--- config.mk ---
export PLATFORM = sky130hd
export DESIGN_NAME = axil_rd_arbiter
export DESIGN_NICKNAME = d
export VERILOG_FILES = /design/src/rtl/axil_rd_arbiter.sv
export SDC_FILE = /design/constraint.sdc
export NUM_CORES = 1
export LEC_CHECK = 0
export BUFFER_PORTS_ARGS = -buffer_cell sky130_fd_sc_hd__buf_4
export CORE_AREA = 2 2 120 122
export CTS_CLUSTER_SIZE = 24
export DETAILED_ROUTE_END_ITERATION = 12
export DIE_AREA = 0 0 122 124
export SYNTH_ARGS = -nofsm -noshare
export SYNTH_HDL_FRONTEND = slang
export SYNTH_SLANG_ARGS = --single-unit
--- constraint.sdc ---
create_clock -name clk -period 3.9 [get_ports clk]
set_input_delay 0.195 -clock clk [delete_from_list [all_inputs] [get_ports clk]]
set_output_delay 0.195 -clock clk [all_outputs]
set_load 0.03 [all_outputs]
--- src/rtl/axil_rd_arbiter.sv ---
`default_nettype none
// ============================================================================
// Module   : axil_rd_arbiter
// Purpose  : Two-requester AXI-Lite read-channel arbiter. Requester 0 is the
//            instruction fetch, requester 1 the load/store unit. One
//            outstanding transaction; the winning address is registered
//            before it is issued downstream.
// Options  : AXIL_RD_ARB_LSU_PRIORITY_EN - when defined, requester 1 wins
//            every tie (fixed priority). Otherwise ties are round-robin.
// Revision : 1.0 - initial release
// ============================================================================
module axil_rd_arbiter #(
    parameter int ADDR_W = 64,
    parameter int DATA_W = 32
) (
    input  logic              clk,
    input  logic              rst_n,
    // requester 0 (instruction fetch)
    input  logic              s0_arvalid,
    input  logic [ADDR_W-1:0] s0_araddr,
    output logic              s0_arready,
    output logic              s0_rvalid,
    output logic [DATA_W-1:0] s0_rdata,
    output logic [1:0]        s0_rresp,
    input  logic              s0_rready,
    // requester 1 (load/store)
    input  logic              s1_arvalid,
    input  logic [ADDR_W-1:0] s1_araddr,
    output logic              s1_arready,
    output logic              s1_rvalid,
    output logic [DATA_W-1:0] s1_rdata,
    output logic [1:0]        s1_rresp,
    input  logic              s1_rready,
    // downstream memory read slave
    output logic              m_arvalid,
    output logic [ADDR_W-1:0] m_araddr,
    input  logic              m_arready,
    input  logic              m_rvalid,
    input  logic [DATA_W-1:0] m_rdata,
    input  logic [1:0]        m_rresp,
    output logic              m_rready
);

    typedef enum logic [1:0] {
        ST_IDLE = 2'd0,
        ST_ADDR = 2'd1,
        ST_DATA = 2'd2
    } state_t;

    state_t            state_q, state_d;
    logic              grant_q, grant_d;       // requester owning the transaction
    logic              rr_last_q, rr_last_d;   // last requester granted
    logic [ADDR_W-1:0] addr_q, addr_d;
    logic              m_arvalid_q, m_arvalid_d;

    logic              any_req;
    logic              winner;
    logic              in_idle;
    logic              in_data;

    // Choose the requester that would be granted this cycle if in IDLE
    always_comb begin
        any_req = s0_arvalid | s1_arvalid;
        if (s0_arvalid && s1_arvalid) begin
`ifdef AXIL_RD_ARB_LSU_PRIORITY_EN
            winner = 1'b1;
`else
            winner = ~rr_last_q;
`endif
        end else begin
            winner = s1_arvalid;
        end
    end

    // Next-state and next-register values for the transaction sequencer
    always_comb begin
        state_d     = state_q;
        grant_d     = grant_q;
        rr_last_d   = rr_last_q;
        addr_d      = addr_q;
        m_arvalid_d = m_arvalid_q;
        case (state_q)
            ST_IDLE: begin
                if (any_req) begin
                    addr_d      = winner ? s1_araddr : s0_araddr;
                    grant_d     = winner;
                    rr_last_d   = winner;
                    m_arvalid_d = 1'b1;
                    state_d     = ST_ADDR;
                end
            end
            ST_ADDR: begin
                // address and valid are frozen until the slave takes them
                if (m_arready) begin
                    m_arvalid_d = 1'b0;
                    state_d     = ST_DATA;
                end
            end
            ST_DATA: begin
                if (m_rvalid && m_rready) begin
                    state_d = ST_IDLE;
                end
            end
            default: begin
                m_arvalid_d = 1'b0;
                state_d     = ST_IDLE;
            end
        endcase
    end

    // State and datapath registers; reset returns straight to IDLE
    always_ff @(posedge clk or negedge rst_n) begin
        if (!rst_n) begin
            state_q     <= ST_IDLE;
            grant_q     <= 1'b0;
            rr_last_q   <= 1'b1;
            addr_q      <= '0;
            m_arvalid_q <= 1'b0;
        end else begin
            state_q     <= state_d;
            grant_q     <= grant_d;
            rr_last_q   <= rr_last_d;
            addr_q      <= addr_d;
            m_arvalid_q <= m_arvalid_d;
        end
    end

    // Handshake outputs: accept in IDLE, route response by grant in DATA
    always_comb begin
        in_idle    = (state_q == ST_IDLE);
        in_data    = (state_q == ST_DATA);
        // rst_n gate keeps arready low while reset is held in IDLE
        s0_arready = rst_n & in_idle & any_req & ~winner;
        s1_arready = rst_n & in_idle & any_req &  winner;
        m_arvalid  = m_arvalid_q;
        m_araddr   = addr_q;
        m_rready   = in_data & (grant_q ? s1_rready : s0_rready);
        s0_rvalid  = in_data & ~grant_q & m_rvalid;
        s1_rvalid  = in_data &  grant_q & m_rvalid;
        s0_rdata   = m_rdata;
        s0_rresp   = m_rresp;
        s1_rdata   = m_rdata;
        s1_rresp   = m_rresp;
    end

`ifndef SYNTHESIS
    // read data may only arrive once the address has been accepted
    a_no_early_rvalid: assert property (
        @(posedge clk) disable iff (!rst_n) (state_q != ST_DATA) |-> !m_rvalid
    );
`endif

endmodule
`default_nettype wire

Yosys cells after proc, flatten, opt, wreduce, memory -nomap -nowiden --
Cells that the tools add are included.
Cells by class: bitwise gates (word level) 14, reduce and logical (&&, ||, !) cells 6, mux-type cells 10, equal/unequal tests 5
Operators by type and width (number):
- two-way mux 64 bit | 1
- AND 1 bit | 9
- two-way mux 2 bit | 3
- one-hot mux 2 bit (3 select lines) | 1
- AND reduction 3 bit | 2
- two-way mux 1 bit | 4
- != test 2 bit, second input constant | 2
- NOT 1 bit | 4
- one-hot mux 1 bit (3 select lines) | 1
- equality test 2 x 1 -> 1 bit, second input constant | 1
- equality test 2 bit, second input constant | 1
- logical AND 1 bit | 2
- zero test 2 bit | 1
- != test 2 x 1 -> 1 bit, second input constant | 1
- AND reduction 2 bit | 1
- bitwise OR 1 bit | 1
Storage, ports and cells: input port bits 170, output and inout bits 138, flip-flop bits (word level) 69

Longest topological paths before layout --
depth in word-level cells 5, depth in mapped cells 5, depth with buffers taken out 3

Worst setup path before layout --
Ideal clock, no wire load.
path type flip-flop to flip-flop, start point reg rr_last_q, end point reg addr_q[49], in the netlist m_araddr[49], stages on the path, launching flop included 6, setup time 0.125 ns, arrival time 1.493 ns, slack 2.282 ns, cell sequence dfstp_2 a21bo_2 buf_6 buf_6 mux2_4 mux2_4
Between the ends: word-level cells in the longest chain between the ends 3
Ends and longest elaborated chain:
- start: declaration | RTL line 52 | logic rr_last_q, rr_last_d;
- start signal: assignment | RTL line 122 | rr_last_q <= rr_last_d;
- NOT 1 bit | RTL line 68 | winner = ~rr_last_q;
- two-way mux 1 bit | RTL line 64 | if (s0_arvalid && s1_arvalid) begin
- two-way mux 64 bit | RTL line 85 | addr_d = winner ? s1_araddr : s0_araddr;
- end signal: assignment | RTL line 123 | addr_q <= addr_d;
- end: declaration | RTL line 53 | logic [ADDR_W-1:0] addr_q, addr_d;
Every way passes these cells. A chain may end at the register's enable or synchronous reset.

Worst setup path after layout --
start point reg state_q[1], end point out s0_arready
Between the ends: word-level cells in the longest chain between the ends 4
Ends and longest elaborated chain:
- start: declaration | RTL line 50 | state_t state_q, state_d;
- start signal: assignment | RTL line 120 | state_q <= state_d;
- zero test 2 bit | RTL line 130 | in_idle = (state_q == ST_IDLE);
- AND 1 bit (3 in a row) | RTL line 133 | s0_arready = rst_n & in_idle & any_req & ~winner;
- end: declaration | RTL line 21 | output logic s0_arready,
Every way passes these cells.

==> flow_summary.json <==
{
  "via_count": 2725,
  "syn_nets": 469,
  "synthTopCellsByArea": "dfrtp_1, mux2_4, buf_4",
  "gp_congestion": 0.736,
  "syn_avg_cell_area_um2": 14.3,
  "dp_hpwl_mm": 7.27,
  "crit_required_ns": 3.70,
  "grt_pass1_wl_mm": 14.9,
  "drv_slew": 0,
  "grt_max_degree": 72,
  "fin_crit_sh_pct": 54.5,
  "final_area_mm2": 0.00578,
  "routed-wl-met3_um": 765,
  "post-route-drc-count": 0,
  "worst_pin_slew_ns": 0.902,
  "grt_pass1_vias": 2891,
  "antenna_found_initial": 0,
  "wirelength_mm": 9.93,
  "clock_skew_ns": 0.00295,
  "crit_slowest_cell": "buf_4",
  "power_leakage_nw": 2.92,
  "synthDistinctLibCells": 21,
  "mostFrequentLayoutCells": "buf_4, mux2_4, dfrtp_1",
  "critical_path.cell_chain": "nor3_4 > buf_4 > and3_1 > buf_4",
  "cts_root_buffer": "clkbuf_16",
  "max_freq_mhz": 471,
  "area_delta_synth_final_pct": 35.5,
  "routed.top_layer": "met4",
  "cts_resized": 0,
  "die-area_mm2": 0.0151,
  "avgViaCountPerCell": 4.38,
  "critPathMaxStageDelay_ns": 0.53,
  "synth_area_mm2": 0.00427,
  "synth_top_area_share_pct": 39.9,
  "synth-seq-cells": 69,
  "rsz0062_at_grt": "no",
  "critPathBufInv": 2,
  "grt_overflow": 0,
  "setup_viol": 0,
  "path_clk_slew_ns": 0.06,
  "ant_nets": 0,
  "cts.sinks": 69,
  "crit_type": "flop to primary output",
  "io_buffers": 205,
  "pwr_density_cell_mw_per_mm2": 824,
  "min_period_ns": 2.12,
  "postCtsHoldBufs": 0,
  "nets": 607,
  "yosysTopAreaCell": "dfrtp_1",
  "cts_htree_levels": 3,
  "core-area_mm2": 0.0137,
  "seq_area_mm2": 0.00173,
  "cts_setup_buffers": 0,
  "pin_count": 308,
  "worst_ir_drop_vdd_uv": 323,
  "drv_cap": 0,
  "die_h_um": 124,
  "die_w_um": 122,
  "dr.pass1.iters": 3,
  "dpl_cell_area_mm2": 0.00545,
  "num_rows": 43,
  "multiInputGateArea_mm2": 0.00193,
  "crit_top_cell": "buf_4",
  "start_kind": "flop",
  "cp_max_fo": 36,
  "wl_per_cell_um": 16.0,
  "outcome": "finished, violations left",
  "maxSlewHeadroom_pct": 39.9,
  "yosysSeqAreaShare_pct": 40.5,
  "fin_setup_tns_ns": 0,
  "arrival_ns": 1.93,
  "finalHoldViolCount": 5,
  "wl_met2_mm": 5.02,
  "syn_inst": 299,
  "violations": "negative hold slack",
  "hp-class": "primary input to asynchronous set/reset pin",
  "path_delay_family": "buffers and inverters",
  "initial_utilization_pct": 31.1,
  "n_fill_cell": 1302,
  "clockBufferDepth": 2,
  "drive_above_1_share_pct": 80.8,
  "drtIter0Drc": 100,
  "clk_latency_ns": 0.33,
  "antenna_cells": 0,
  "final_common_cell": "buf_4",
  "cts_made_buffers": 9,
  "grt_usage_pct": 12.9,
  "met1Wirelength_mm": 3.86,
  "cp-end-kind": "primary output",
  "cts_tree": "yes",
  "yosys_warnings": 0,
  "hold_ws_ns": -0.0133
}
layout make-up:
type / instances / area share, %
Timing Repair Buffer: 209 / 27.1
Multi-Input combinational cell: 148 / 33.4
Tap cell: 180 / 3.90
Clock buffer: 12 / 4.44
Clock inverter: 4 / 1.21
Sequential cell: 69 / 29.9
path summary, 6_finish.rpt:
kind	from	endpoint	slack, ns	cells past startpoint
max	state_q[1]$_DFFE_PN0P_	s0_arready	1.78	4
min	rst_n	m_araddr[28]$_DFFE_PN0P_	-0.01	1
max reg2reg	rr_last_q$_DFFE_PN1P_	m_araddr[9]$_DFFE_PN0P_	1.81	4
min reg2reg	m_arvalid$_DFFE_PN0P_	m_arvalid$_DFFE_PN0P_	0.48	1
max in group asynchronous	rst_n	m_araddr[6]$_DFFE_PN0P_	3.32	1
min in group clk	m_arready	state_q[1]$_DFFE_PN0P_	0.15	3
worst register-to-register path: stages (launching register included):
cell and delay [ns]:
dfstp_2 0.55, a21bo_4 0.31, buf_4 0.49, mux2_4 0.37
mux2_4 0.26
cell families (layout without fill, tap and decap cells):
family                 after synthesis  in the layout  synth area share (%)
AND/OR/NAND/NOR                     11             11                  1.58
buffers and inverters               82            225                  14.5
flip-flops                          69             69                  40.5
multiplexers                       131            131                  42.4
AO/OA/AOI/OAI                        6              6                  1.03
metrics by stage:
step	hold slack (ns)	utilization [%]	power (mW)	instances	setup WS (ns)
2_1_floorplan	-0.101	-	3.17	299	2.28
3_3_place_gp	0.390	39.8	3.89	606	1.83
3_5_place_dp	0.390	39.8	3.92	606	1.79
4_1_cts	0.0299	42.1	4.84	622	1.74
5_1_grt	0.0818	42.1	5.03	622	1.65
6_report	-0.0133	42.1	4.77	622	1.78
cells in the mapped netlist, drive strengths merged:
cell type and instances:
nand2b 1, buf 82, mux2i 1, mux2 130, a21o 2, dfstp 1
a21boi 1, dfrtp 68, nor2 3, nor3b 1, and3 2, and4b 1
a21bo 1, nor3 1, nand2 1, o21ai 1, nor2b 1, o22ai 1
flip-flops by register name, summed over array words and instances, names as in the netlist:
| register | count |
|---|---|
| state_q | 2 |
| m_araddr | 64 |
| grant_q | 1 |
| m_arvalid | 1 |
| rr_last_q | 1 |
per-layer routing:
metal,up-vias,track usage [%]
met2,134,21.9
li1,1256,-
met5,-,0
met1,1309,14.7
met3,26,3.25
met4,0,7.76
power by group:
part / internal (mW) / total, mW / switching, mW
registers: 1.10 / 1.33 / 0.231
clock network: 0.592 / 0.886 / 0.294
logic: 1.27 / 2.55 / 1.28
total: 2.96 / 4.77 / 1.81
Power figures use the tool's default switching activity.
